--- config.mk ---
export PLATFORM = sky130hd
export DESIGN_NAME = st7735_fill_sequencer
export DESIGN_NICKNAME = d
export VERILOG_FILES = /design/src/rtl/st7735_fill_sequencer.sv
export SDC_FILE = /design/constraint.sdc
export NUM_CORES = 1
export LEC_CHECK = 0
export ABC_AREA = 1
export CELL_PAD_IN_SITES_DETAIL_PLACEMENT = 1
export CELL_PAD_IN_SITES_GLOBAL_PLACEMENT = 1
export CORE_UTILIZATION = 30
export DETAILED_ROUTE_END_ITERATION = 8
export DONT_BUFFER_PORTS = 1
export PLACE_DENSITY_LB_ADDON = 0.1
export SKIP_LAST_GASP = 1
export SLEW_MARGIN = 20
export SYNTH_ARGS = -nofsm -noshare
export SYNTH_HDL_FRONTEND = slang
export SYNTH_SLANG_ARGS = --single-unit
--- constraint.sdc ---
create_clock -name SYSTEM_CLK -period 6.39 [get_ports SYSTEM_CLK]
set_input_delay 0.9585 -clock SYSTEM_CLK [delete_from_list [all_inputs] [get_ports SYSTEM_CLK]]
set_output_delay 0.9585 -clock SYSTEM_CLK [all_outputs]
set_load 0.02 [all_outputs]
--- src/rtl/st7735_fill_sequencer.sv ---
// st7735_fill_sequencer: turns one rectangle-fill request into the ST7735
// byte stream CASET / RASET / RAMWR followed by N RGB565 pixels, presented
// to a byte-level transmitter through a valid/ready handshake.
module st7735_fill_sequencer #(
   parameter int WIDTH    = 160,
   parameter int HEIGHT   = 80,
   parameter int X_OFFSET = 1,
   parameter int Y_OFFSET = 26
) (
   input  logic        SYSTEM_CLK,
   input  logic        SYSTEM_RESET,
   input  logic        req_valid,
   output logic        req_ready,
   input  logic [7:0]  req_x0,
   input  logic [7:0]  req_y0,
   input  logic [7:0]  req_x1,
   input  logic [7:0]  req_y1,
   input  logic [15:0] req_color,
   output logic        byte_valid,
   output logic [7:0]  byte_data,
   output logic        byte_dc,
   output logic        byte_last,
   input  logic        byte_ready,
   output logic        busy,
   output logic        done,
   output logic        err
);

   typedef enum logic [2:0] {
      IDLE,
      CHECK,
      HEADER,
      PIX_HI,
      PIX_LO
   } state_t;

   state_t      state_q, state_d;
   logic [3:0]  hdr_idx_q, hdr_idx_d;
   logic [14:0] pix_cnt_q, pix_cnt_d;
   logic [7:0]  x0_q, x0_d, y0_q, y0_d, x1_q, x1_d, y1_q, y1_d;
   logic [15:0] color_q, color_d;
   logic        done_q, done_d, err_q, err_d;

   // Window corners as transmitted: offsets applied in 16 bits, no truncation.
   logic [15:0] xs0, xs1, ys0, ys1;
   assign xs0 = 16'(x0_q) + 16'(X_OFFSET);
   assign xs1 = 16'(x1_q) + 16'(X_OFFSET);
   assign ys0 = 16'(y0_q) + 16'(Y_OFFSET);
   assign ys1 = 16'(y1_q) + 16'(Y_OFFSET);

   // Window checks and pixel count; the count is only used when the window is legal,
   // where each span fits 8 bits and the product fits 15 bits.
   logic        req_ok;
   logic [7:0]  span_x, span_y;
   logic [14:0] pix_total;
   assign req_ok    = (x0_q <= x1_q) && (int'(x1_q) < WIDTH) &&
                      (y0_q <= y1_q) && (int'(y1_q) < HEIGHT);
   assign span_x    = x1_q - x0_q + 8'd1;
   assign span_y    = y1_q - y0_q + 8'd1;
   assign pix_total = 15'(span_x) * 15'(span_y);

   logic [7:0] hdr_data;
   logic       hdr_dc;

   // Header byte selection: the three commands carry dc=0, their parameters dc=1.
   always_comb begin
      // NOTE: every combinational output gets a default first so no path infers a latch.
      hdr_data = 8'h00;
      hdr_dc   = 1'b1;
      case (hdr_idx_q)
         4'd0:  begin hdr_data = 8'h2A; hdr_dc = 1'b0; end
         4'd1:  hdr_data = xs0[15:8];
         4'd2:  hdr_data = xs0[7:0];
         4'd3:  hdr_data = xs1[15:8];
         4'd4:  hdr_data = xs1[7:0];
         4'd5:  begin hdr_data = 8'h2B; hdr_dc = 1'b0; end
         4'd6:  hdr_data = ys0[15:8];
         4'd7:  hdr_data = ys0[7:0];
         4'd8:  hdr_data = ys1[15:8];
         4'd9:  hdr_data = ys1[7:0];
         4'd10: begin hdr_data = 8'h2C; hdr_dc = 1'b0; end
         default: ;
      endcase
   end

   // Next-state and Moore outputs; byte outputs depend only on registered state so they hold during stalls.
   always_comb begin
      state_d    = state_q;
      hdr_idx_d  = hdr_idx_q;
      pix_cnt_d  = pix_cnt_q;
      x0_d       = x0_q;
      y0_d       = y0_q;
      x1_d       = x1_q;
      y1_d       = y1_q;
      color_d    = color_q;
      done_d     = 1'b0;
      err_d      = 1'b0;
      req_ready  = 1'b0;
      byte_valid = 1'b0;
      byte_data  = 8'h00;
      byte_dc    = 1'b0;
      byte_last  = 1'b0;
      busy       = (state_q != IDLE);

      case (state_q)
         IDLE: begin
            req_ready = 1'b1;
            if (req_valid) begin
               x0_d    = req_x0;
               y0_d    = req_y0;
               x1_d    = req_x1;
               y1_d    = req_y1;
               color_d = req_color;
               state_d = CHECK;
            end
         end

         CHECK: begin
            if (req_ok) begin
               pix_cnt_d = pix_total;
               hdr_idx_d = 4'd0;
               state_d   = HEADER;
            end else begin
               err_d   = 1'b1;
               state_d = IDLE;
            end
         end

         HEADER: begin
            byte_valid = 1'b1;
            byte_data  = hdr_data;
            byte_dc    = hdr_dc;
            if (byte_ready) begin
               if (hdr_idx_q == 4'd10) begin
                  hdr_idx_d = 4'd0;
                  state_d   = PIX_HI;
               end else begin
                  hdr_idx_d = hdr_idx_q + 4'd1;
               end
            end
         end

         PIX_HI: begin
            byte_valid = 1'b1;
            byte_data  = color_q[15:8];
            byte_dc    = 1'b1;
            if (byte_ready) state_d = PIX_LO;
         end

         PIX_LO: begin
            byte_valid = 1'b1;
            byte_data  = color_q[7:0];
            byte_dc    = 1'b1;
            byte_last  = (pix_cnt_q == 15'd1);
            if (byte_ready) begin
               pix_cnt_d = pix_cnt_q - 15'd1;
               if (pix_cnt_q == 15'd1) begin
                  done_d  = 1'b1;
                  state_d = IDLE;
               end else begin
                  state_d = PIX_HI;
               end
            end
         end

         default: state_d = IDLE;
      endcase
   end

   // State, counters, latched request and the done/err pulse registers.
   always_ff @(posedge SYSTEM_CLK) begin
      // NOTE: the latched request is reset too, so an aborted fill leaves nothing behind.
      if (SYSTEM_RESET) begin
         state_q   <= IDLE;
         hdr_idx_q <= '0;
         pix_cnt_q <= '0;
         x0_q      <= '0;
         y0_q      <= '0;
         x1_q      <= '0;
         y1_q      <= '0;
         color_q   <= '0;
         done_q    <= 1'b0;
         err_q     <= 1'b0;
      end else begin
         // NOTE: non-blocking assignments so every register updates from pre-edge values.
         state_q   <= state_d;
         hdr_idx_q <= hdr_idx_d;
         pix_cnt_q <= pix_cnt_d;
         x0_q      <= x0_d;
         y0_q      <= y0_d;
         x1_q      <= x1_d;
         y1_q      <= y1_d;
         color_q   <= color_d;
         done_q    <= done_d;
         err_q     <= err_d;
      end
   end

   assign done = done_q;
   assign err  = err_q;

endmodule

==> key figures <==
Critical path
  – Startpoint Class: flip-flop
  – Worst path buffer plus inverter count: 3
  – Slowest cell on the critical path: fa_1
  – CP Data Required Time: 6670 ps
  – Crit-path leading delay family: adder cells
  – CP endpoint kind: flip-flop
  – WS Path Type: flip-flop to flip-flop
  – CP most frequent cell: nand2_1
  – CP peak stage delay: 550 ps
  – Critical Path Fanout Max: 5
  – CP Data Arrival Time: 6230 ps

STA
  – Final setup violation count: 0
  – Worst rel slew slack: 44.7%
  – Endpoints failing hold: 0
  – Pins Over Slew Limit: 0
  – Setup TNS: 0 ps
  – Slew @ Worst Pin: 828 ps
  – Final period demand of the worst path: 5950 ps
  – RSZ-0062 raised after global routing: no
  – Period utilization: 93.1%
  – Max Fclk: 168 MHz
  – Skew final: 11.3 ps

Clocking
  – H-tree levels: 3
  – TritonCTS Sinks: 72
  – Total CTS buffers: 9
  – Root buffer cell: clkbuf_16
  – Clock Pin Slew Worst Setup and Hold Paths: 70 ps
  – Max Root-Sink Buffers: 2
  – CTS Hold Bufs: 0
  – CTS tree: built
  – Worst-Skew Late Latency: 350 ps

Logic synthesis
  – Synth async-reset ratio: 0%
  – Post-synth top cells: inv_1 (191), nand2_1 (166), a21oi_1 (102)
  – Library cells used by synthesis: 41
  – Synth Flop Type: dfxtp_1
  – Seq cells post-synth: 72
  – Yosys top cell by area: dfxtp_1
  – Avg Inst Size Synth: 6.86 sq um
  – Synth Instances: 1024
  – Post-synth top area share: 20.5%
  – Sequential share of the synthesized area: 20.5%
  – Cell area after synthesis: 0.00702 sq mm
  – Top-count cell post-synth: inv_1
  – Post-synth EDFFs: 0
  – Dominant cells by area after synthesis: dfxtp_1 (21%), ha_1 (14%), fa_1 (11%)
  – Net Count, Synth: 1195
  – Ys Warns: 0

Global route
  – Remaining global-route overflow: 0
  – Total GRT Usage: 19.9%
  – First-pass GRT wire length: 36.8 mm
  – Vias in the first global route: 6870
  – Largest net degree at the start of global routing: 70
  – Initial antenna violation count: 0

Routing
  – Met3 wire length: 558 um
  – DRT antenna net count: 0
  – DR top layer: met4
  – Met2 WL: 11.1 mm
  – Avg WL per Cell: 17.0 um
  – Drt pass-1 iters: 4
  – Via count: 6544
  – DR iter-0 viols: 267
  – Final wirelength: 22.8 mm
  – M1 wire length: 10.6 mm
  – Drt drc: 0
  – DR vias/cell: 4.88

Die
  – IO Pins: 67
  – Cell Rows: 55
  – Initial Util: 30.8%
  – Die area: 0.0240 sq mm
  – Die H: 155 um
  – Die Width: 155 um
  – Core area: 0.0228 sq mm

Final layout
  – # fillers: 2904
  – N_diodes: 0
  – Synthesis-to-finish area growth: 10.2%
  – Fraction of layout cells with a size suffix above 1: 4.48%
  – Final net count: 1193

Hold path
  – HP Class: flip-flop to flip-flop

Job
  – Max_cap viols: 0

Placement
  – I/O Buffers: 0
  – Final GP Congestion: 0.878
  – DP HPWL: 18.7 mm

Status
  – Status: complete, no violations
## routing by layer
layer  up-vias  global-route usage (%)
li1       3310                       -
met1      3107                    24.6
met2       102                    35.3
met3        25                    2.76
met4         0                    6.74
met5         -                       0
## cells by family after synthesis
logic type | after synthesis | synth area share [%]
AO/OA/AOI/OAI | 230 | 17.7
multiplexers | 1 | 0.143
XOR/XNOR | 15 | 1.98
adder cells (fa/ha/maj) | 119 | 25.4
flip-flops | 72 | 20.5
AND/OR/NAND/NOR | 368 | 22.3
buffers and inverters | 219 | 12.0
## per-stage QoR
| step | util (%) | worst slack, ps | instance area, sq um | hold slack, ps | cells |
|---|---|---|---|---|---|
| floorplan | - | 849 | 7020 | 429 | 1024 |
| finish | 34.0 | 439 | 7740 | 454 | 1340 |
| detailed placement | 32.4 | 271 | 7390 | 447 | 1324 |
| CTS | 33.9 | 241 | 7730 | 458 | 1340 |
| global placement | 32.4 | 405 | 7390 | 444 | 1324 |
| global route | 34.0 | 4.83 | 7740 | 475 | 1340 |
## what timing repair did
item                                    in CTS  in global routing
endpoints found under the setup margin       0                  4
hold endpoints to repair                     0                  0
setup buffers                                0                  0
gates resized for setup                      0                  4
## worst register-to-register path, delay by kind of cell (launching register included)
kind | cells | cell delay, ps
xor+xnor | 1 | 350
compound gates | 4 | 720
simple gates | 13 | 1160
fa+ha+maj | 7 | 3090
flops | 1 | 380
buf+inv | 3 | 190
## registers in the layout, indices dropped and copies added, names as in the netlist
| register | flops |
|---|---|
| pix_cnt_q | 15 |
| x1_q | 8 |
| x0_q | 8 |
| state_q | 3 |
| done | 1 |
| color_q | 16 |
| y1_q | 8 |
| y0_q | 8 |
| hdr_idx_q | 4 |
| err | 1 |
## area by class of cell
type | instances | area [sq um] | area share, %
multi-input combinational | 733 | 4750 | 61.3
clock inverter | 6 | 115 | 1.49
clock buffer | 10 | 229 | 2.96
inverter | 195 | 732 | 9.46
tap | 313 | 392 | 5.06
timing repair buffer | 11 | 82.6 | 1.07
sequential | 72 | 1440 | 18.6
## final timing paths
path	start	to	slack (ps)	cells after the start
min	color_q[15]$_SDFFE_PP0P_	color_q[15]$_SDFFE_PP0P_	450	2
min reg2reg	color_q[15]$_SDFFE_PP0P_	color_q[15]$_SDFFE_PP0P_	450	2
max reg2reg	x0_q[3]$_SDFFE_PP0P_	pix_cnt_q[12]$_SDFFE_PP0P_	440	28
max	x0_q[3]$_SDFFE_PP0P_	pix_cnt_q[12]$_SDFFE_PP0P_	440	28
## layout by cell type, fill, tap and decap left out, types with 2 or more instances in the layout
cell type	n
inv_1	191
nand2_1	165
a21oi_1	101
nor2_1	99
o21ai_0	89
ha_1	80
dfxtp_1	71
nand3_1	56
fa_1	39
nor3_1	20
nand4_1	13
buf_4	11
xor2_1	10
clkbuf_16	9
o221ai_1	7
a31oi_1	7
o21bai_1	5
inv_2	4
xnor2_1	4
o21ai_1	4
nor2_2	3
o22ai_1	3
o31ai_1	3
or2_2	3
nor3_2	3
bufinv_16	3
or2_1	2
a21oi_2	2
o21a_1	2
inv_6	2
Power is not shown: default switching activity piles up to over one toggle a cycle in this logic, so the estimate is an artifact.
